==> config.mk <==
export PLATFORM = sky130hd
export DESIGN_NAME = score_cmd_scheduler
export DESIGN_NICKNAME = d
export VERILOG_FILES = /design/src/rtl/score_cmd_scheduler.sv
export SDC_FILE = /design/constraint.sdc
export NUM_CORES = 1
export LEC_CHECK = 0
export ABC_AREA = 1
export BUFFER_PORTS_ARGS = -buffer_cell sky130_fd_sc_hd__buf_4
export CAP_MARGIN = 5
export CORE_MARGIN = 1.5
export CORE_UTILIZATION = 42
export DETAILED_ROUTE_END_ITERATION = 8
export GPL_ROUTABILITY_DRIVEN = 0
export GPL_TIMING_DRIVEN = 0
export PLACE_DENSITY_LB_ADDON = 0.1
export SLEW_MARGIN = 20
export SYNTH_ARGS = -nofsm -noshare
export SYNTH_HDL_FRONTEND = slang
export SYNTH_SLANG_ARGS = --single-unit
==> constraint.sdc <==
create_clock -name clk -period 6.3 [get_ports clk]
set_clock_uncertainty 0.05 [all_clocks]
set_input_delay 0.315 -clock clk [delete_from_list [all_inputs] [get_ports clk]]
set_output_delay 0.315 -clock clk [all_outputs]
set_load 0.05 [all_outputs]
==> src/rtl/score_cmd_scheduler.sv <==
// score_cmd_scheduler: queues score requests and drives a BCD counter mode/strobe.
// Define SCORE_SCHED_UNDO_EN to build the undo-last-increment path.
module score_cmd_scheduler #(
  parameter int NREQ      = 4,
  parameter int DEPTH     = 4,
  parameter int SETUP_CYC = 2,
  parameter int PULSE_CYC = 4
) (
  input  logic              clk,
  input  logic              rst,
  input  logic [NREQ-1:0]   req,
  input  logic [2*NREQ-1:0] req_code,
  input  logic              undo_req,
  output logic [2:0]        switch_out,
  output logic              btn_out,
  output logic              busy,
  output logic              fifo_full,
  output logic [9:0]        score_total,
  output logic              drop_pulse
);

  localparam int IW   = $clog2(NREQ);
  localparam int AW   = $clog2(DEPTH);
  localparam int TMAX = (SETUP_CYC > PULSE_CYC) ? SETUP_CYC : PULSE_CYC;
  localparam int TW   = $clog2(TMAX + 1);
`ifdef SCORE_SCHED_UNDO_EN
  localparam int EW = 3;
`else
  localparam int EW = 2;
`endif

  typedef enum logic [2:0] {
    S_IDLE,
    S_CHECK,
    S_SETUP,
    S_HIGH,
    S_LOW
  } state_t;

  state_t          state, state_nxt;
  logic [TW-1:0]   tcnt, tcnt_nxt;

  logic [NREQ-1:0] req_q;
  logic [NREQ-1:0] pending;
  logic [NREQ-1:0] edge_v;
  logic [NREQ-1:0] grant;
  logic [1:0]      code_l [NREQ];
  logic [IW-1:0]   rr_ptr;
  logic [IW-1:0]   grant_idx;
  logic [IW-1:0]   scan;
  logic            grant_vld;
  logic            can_grant;

  logic [EW-1:0]   mem [DEPTH];
  logic [AW-1:0]   wr_ptr, rd_ptr;
  logic [AW:0]     count;
  logic            push, pop, empty;
  logic [EW-1:0]   push_data, head;

  logic [1:0]      cur_code;
  logic [2:0]      mode;
  logic [10:0]     sum;
  logic            is_dec, fits, again;
  logic            chk_ok, chk_drop, edge_drop;
  logic            undo_push, undo_drop;

`ifdef SCORE_SCHED_UNDO_EN
  logic       undo_q;
  logic       undo_edge;
  logic       hist_vld;
  logic [1:0] hist_code;
  logic       cur_undo;
  logic [1:0] undo_rem;
  logic [7:0] drop_cnt;

  assign undo_edge = undo_req & ~undo_q;
  assign undo_push = undo_edge & hist_vld & ~fifo_full;
  assign undo_drop = undo_edge & ~undo_push;
  assign push_data = undo_push ? {1'b1, hist_code}
                               : {1'b0, code_l[grant_idx]};
  assign is_dec    = cur_undo | (cur_code == 2'b00);
  assign again     = cur_undo & (undo_rem > 2'd1);
`else
  logic unused_undo;

  assign unused_undo = undo_req;
  assign undo_push   = 1'b0;
  assign undo_drop   = 1'b0;
  assign push_data   = code_l[grant_idx];
  assign is_dec      = (cur_code == 2'b00);
  assign again       = 1'b0;
`endif

  assign edge_v    = req & ~req_q;
  assign empty     = (count == '0);
  assign fifo_full = (count == (AW+1)'(DEPTH));
  assign can_grant = ~fifo_full & ~undo_push;
  assign push      = grant_vld | undo_push;
  assign head      = mem[rd_ptr];
  assign edge_drop = |(edge_v & pending & ~grant);

  // Round-robin scan starting at the slot after the last grant.
  always_comb begin
    grant_vld = 1'b0;
    grant_idx = '0;
    grant     = '0;
    scan      = '0;
    for (int k = 0; k < NREQ; k++) begin
      scan = IW'((int'(rr_ptr) + k) % NREQ);
      if (!grant_vld && can_grant && pending[scan]) begin
        grant_vld = 1'b1;
        grant_idx = scan;
      end
    end
    if (grant_vld) grant[grant_idx] = 1'b1;
  end

  always_ff @(posedge clk or posedge rst) begin
    if (rst) begin
      req_q   <= '0;
      pending <= '0;
      rr_ptr  <= '0;
      for (int i = 0; i < NREQ; i++) code_l[i] <= '0;
    end else begin
      req_q <= req;
      if (grant_vld)
        rr_ptr <= (int'(grant_idx) == NREQ - 1) ? '0
                                                : grant_idx + 1'b1;
      for (int i = 0; i < NREQ; i++) begin
        if (edge_v[i]) begin
          pending[i] <= 1'b1;
          if (!pending[i] || grant[i])
            code_l[i] <= req_code[2*i +: 2];
        end else if (grant[i]) begin
          pending[i] <= 1'b0;
        end
      end
    end
  end

  always_ff @(posedge clk) begin
    if (push) mem[wr_ptr] <= push_data;
  end

  always_ff @(posedge clk or posedge rst) begin
    if (rst) begin
      wr_ptr <= '0;
      rd_ptr <= '0;
      count  <= '0;
    end else begin
      if (push) wr_ptr <= wr_ptr + 1'b1;
      if (pop)  rd_ptr <= rd_ptr + 1'b1;
      count <= count + (AW+1)'(push) - (AW+1)'(pop);
    end
  end

  assign sum  = {1'b0, score_total} + {9'd0, cur_code};
  assign fits = is_dec ? (score_total != 10'd0) : (sum <= 11'd999);

  always_comb begin
    state_nxt = state;
    tcnt_nxt  = tcnt;
    pop       = 1'b0;
    chk_ok    = 1'b0;
    chk_drop  = 1'b0;
    unique case (state)
      S_IDLE: begin
        if (!empty) begin
          pop       = 1'b1;
          state_nxt = S_CHECK;
        end
      end
      S_CHECK: begin
        if (fits) begin
          chk_ok    = 1'b1;
          state_nxt = S_SETUP;
          tcnt_nxt  = TW'(SETUP_CYC - 1);
        end else begin
          chk_drop  = 1'b1;
          state_nxt = S_IDLE;
        end
      end
      S_SETUP: begin
        if (tcnt == '0) begin
          state_nxt = S_HIGH;
          tcnt_nxt  = TW'(PULSE_CYC - 1);
        end else begin
          tcnt_nxt = tcnt - 1'b1;
        end
      end
      S_HIGH: begin
        if (tcnt == '0) begin
          state_nxt = S_LOW;
          tcnt_nxt  = TW'(PULSE_CYC - 1);
        end else begin
          tcnt_nxt = tcnt - 1'b1;
        end
      end
      S_LOW: begin
        if (tcnt == '0) state_nxt = again ? S_CHECK : S_IDLE;
        else            tcnt_nxt  = tcnt - 1'b1;
      end
      default: state_nxt = S_IDLE;
    endcase
  end

  always_comb begin
    mode = 3'b111;
    if (!is_dec) begin
      unique case (cur_code)
        2'b01:   mode = 3'b001;
        2'b10:   mode = 3'b010;
        default: mode = 3'b100;
      endcase
    end
  end

  // Select is only driven while a command owns the counter.
  assign switch_out = (state == S_SETUP || state == S_HIGH ||
                       state == S_LOW) ? mode : 3'b000;
  assign btn_out    = (state == S_HIGH);
  assign busy       = (state != S_IDLE);

  always_ff @(posedge clk or posedge rst) begin
    if (rst) begin
      state       <= S_IDLE;
      tcnt        <= '0;
      cur_code    <= '0;
      score_total <= '0;
      drop_pulse  <= 1'b0;
    end else begin
      state <= state_nxt;
      tcnt  <= tcnt_nxt;
      if (pop) cur_code <= head[1:0];
      if (chk_ok)
        score_total <= is_dec ? score_total - 10'd1 : sum[9:0];
      drop_pulse <= edge_drop | chk_drop | undo_drop;
    end
  end

`ifdef SCORE_SCHED_UNDO_EN
  always_ff @(posedge clk or posedge rst) begin
    if (rst) begin
      undo_q    <= 1'b0;
      hist_vld  <= 1'b0;
      hist_code <= '0;
      cur_undo  <= 1'b0;
      undo_rem  <= '0;
      drop_cnt  <= '0;
    end else begin
      undo_q <= undo_req;
      if (pop) begin
        cur_undo <= head[2];
        undo_rem <= head[1:0];
      end else if (state == S_LOW && state_nxt == S_CHECK) begin
        undo_rem <= undo_rem - 2'd1;
      end
      if (undo_push) hist_vld <= 1'b0;
      if (chk_ok && !is_dec) begin
        hist_vld  <= 1'b1;
        hist_code <= cur_code;
      end else if (chk_ok && !cur_undo) begin
        hist_vld <= 1'b0;
      end
      drop_cnt <= drop_cnt
                + 8'($countones(edge_v & pending & ~grant))
                + 8'(chk_drop) + 8'(undo_drop);
    end
  end
`endif

endmodule
==> impl_metrics.json <==
{
  "area_growth_syn_to_layout_pct": 13.6,
  "crit_path_start_kind": "flop",
  "ys_seq_area_frac": 0.392,
  "yosys_warnings": 0,
  "grt_start_max_net_pins": 26,
  "end_kind": "primary output",
  "ant_nets": 0,
  "start_util": 0.439,
  "hold_path_class": "in2reg",
  "grt_pass1_vias": 2666,
  "via_per_inst": 4.75,
  "yosys_most_used_dff": "dfrtp_1",
  "cts_sinks": 52,
  "hold_viol": 0,
  "syn_area_um2": 3430,
  "fin_util": 0.499,
  "num_antenna_cells": 0,
  "clk-insertion-delay-late_ps": 310,
  "coreArea_um2": 7810,
  "tns_ps": 0,
  "grtUsageTotal": 0.167,
  "post_drt_wl_per_cell_um": 11.3,
  "clk_pin_slew_ps": 100,
  "fmax_mhz": 352,
  "nets": 528,
  "r2r_setup_slack_ps": 3750,
  "synth_top_area_frac": 0.321,
  "finalMaxSlewViolations": 0,
  "drt-initial-drc-count": 110,
  "setup_viol": 0,
  "rows": 32,
  "yosysMostFrequentCell": "nand2_1",
  "rsz0062_at_grt": "false",
  "status": "finished, final reports clean",
  "cts_tree": "done",
  "drcViolationCount": 0,
  "hold_depth": 1,
  "firstDrtPassIters": 4,
  "r2r-end": "state[1]",
  "synth.area.top_cells": "dfrtp_1, nand2_1, inv_1",
  "crit_type": "reg2out",
  "synth_edf_count": 8,
  "cts_buffers": 5,
  "fillers": 763,
  "synthArstFlopShare": 0.846,
  "synth_top_cell_by_area": "dfrtp_1",
  "cts-root-buf": "clkbuf_8",
  "io-pin-count": 32,
  "required_ps": 5930,
  "antenna_found_initial": 0,
  "crit_arrival_ps": 2470,
  "relSlewSlack": 0.662,
  "drv_cap": 0,
  "die_x_um": 93.3,
  "wl_um": 6720,
  "reg2reg_from": "score_total[0]",
  "overflow": 0,
  "grt_pass1_wl_um": 11700,
  "worstPathMaxFanout": 10,
  "netlist-cell-type-count": 35,
  "post_cts_resized": 0,
  "h-tree-depth": 2,
  "seq_area_um2": 1340,
  "clockBufferDepth": 2,
  "vias": 2829,
  "syn_avg_cell_area_um2": 7.55,
  "cts_setup_buffers": 0,
  "dpl.hpwl_um": 5270,
  "layout-drive-gt1-share": 0.156,
  "r2r_cells": 16,
  "synthCells": 454,
  "min_from": "req[1]",
  "cts_hold_buf": 1,
  "synth_top_cells_by_count": "nand2_1, inv_1, dfrtp_1, nor2_1, nand3_1",
  "worstMarginPinSlew_ps": 507,
  "fin_crit_ps": 2840,
  "multi_input_area_um2": 1710,
  "finalCritPeriodShare": 0.451,
  "holdPathEnd": "req_q[1]",
  "fp.dieH_um": 93.3,
  "dieArea_um2": 8710,
  "portBuffers": 30,
  "syn_nets": 489,
  "ys_ff_latch": 52
}
## how the worst max path moves through the flow
stage,from,endpoint,cells after the start
6_report,cur_code[1],switch_out[1],7
3_3_place_gp,score_total[0],state[1],16
5_1_grt,cur_code[1],switch_out[1],7
2_1_floorplan,score_total[0],score_total[8],16
4_1_cts,cur_code[1],switch_out[1],7
3_5_place_dp,score_total[0],state[1],16
## critical path, stage by stage, from the launching register on
cell and delay [ps]:
dfrtp_1 420, inv_1 170, ha_1 230, clkbuf_1 420, clkbuf_1 450, nor2_1 100
nor2_1 160, buf_4 220
## final cells by class
type	instances	share of cell area
Tap cell	102	0.0328
Clock buffer	6	0.0186
Timing Repair Buffer	32	0.0656
Sequential cell	52	0.345
Buffer	12	0.0260
Inverter	72	0.0694
Multi-Input combinational cell	318	0.440
Clock inverter	2	0.00289
## layout by cell type (no fill, tap or decap), types with 10 or more instances in the layout
cell type  instances
buf_4             34
dfrtp_1           44
ha_1              18
inv_1             69
nand2_1          126
nand2_2           16
nand3_1           33
nor2_1            42
o21ai_0           26
xor2_1            10
## registers in the layout (all words and copies together) (netlist names), 3 cells and up
register / cells
score_total: 10
code_l: 8
mem: 8
pending: 4
req_q: 4
count: 3
state: 3
tcnt: 3
## kinds of logic after synthesis
group	synth area share
fa+ha+maj	0.0774
simple gates	0.313
buf+inv	0.108
flops	0.392
xor+xnor	0.0332
compound gates	0.0763
## per-stage QoR
stage | instance area [um2] | hold slack, ps | worst slack [ps] | cells
detailed placement | 3800 | 311 | 3750 | 587
global route | 3890 | 46.0 | 3320 | 596
CTS | 3890 | 57.5 | 3490 | 596
floorplan | 3430 | 296 | 3760 | 454
global placement | 3780 | 383 | 3790 | 586
finish | 3890 | 65.5 | 3460 | 596
## layer usage
layer / global-route usage / up-vias / part of all wire
li1: - / 1495 / -
met1: 0.209 / 1290 / 0.46
met2: 0.298 / 38 / 0.49
met3: 0.0293 / 6 / 0.038
met4: 0.0391 / 0 / 0.0092
met5: 0 / - / 0
Power is not shown: default switching activity piles up to over one toggle a cycle in this logic, so the estimate is an artifact.
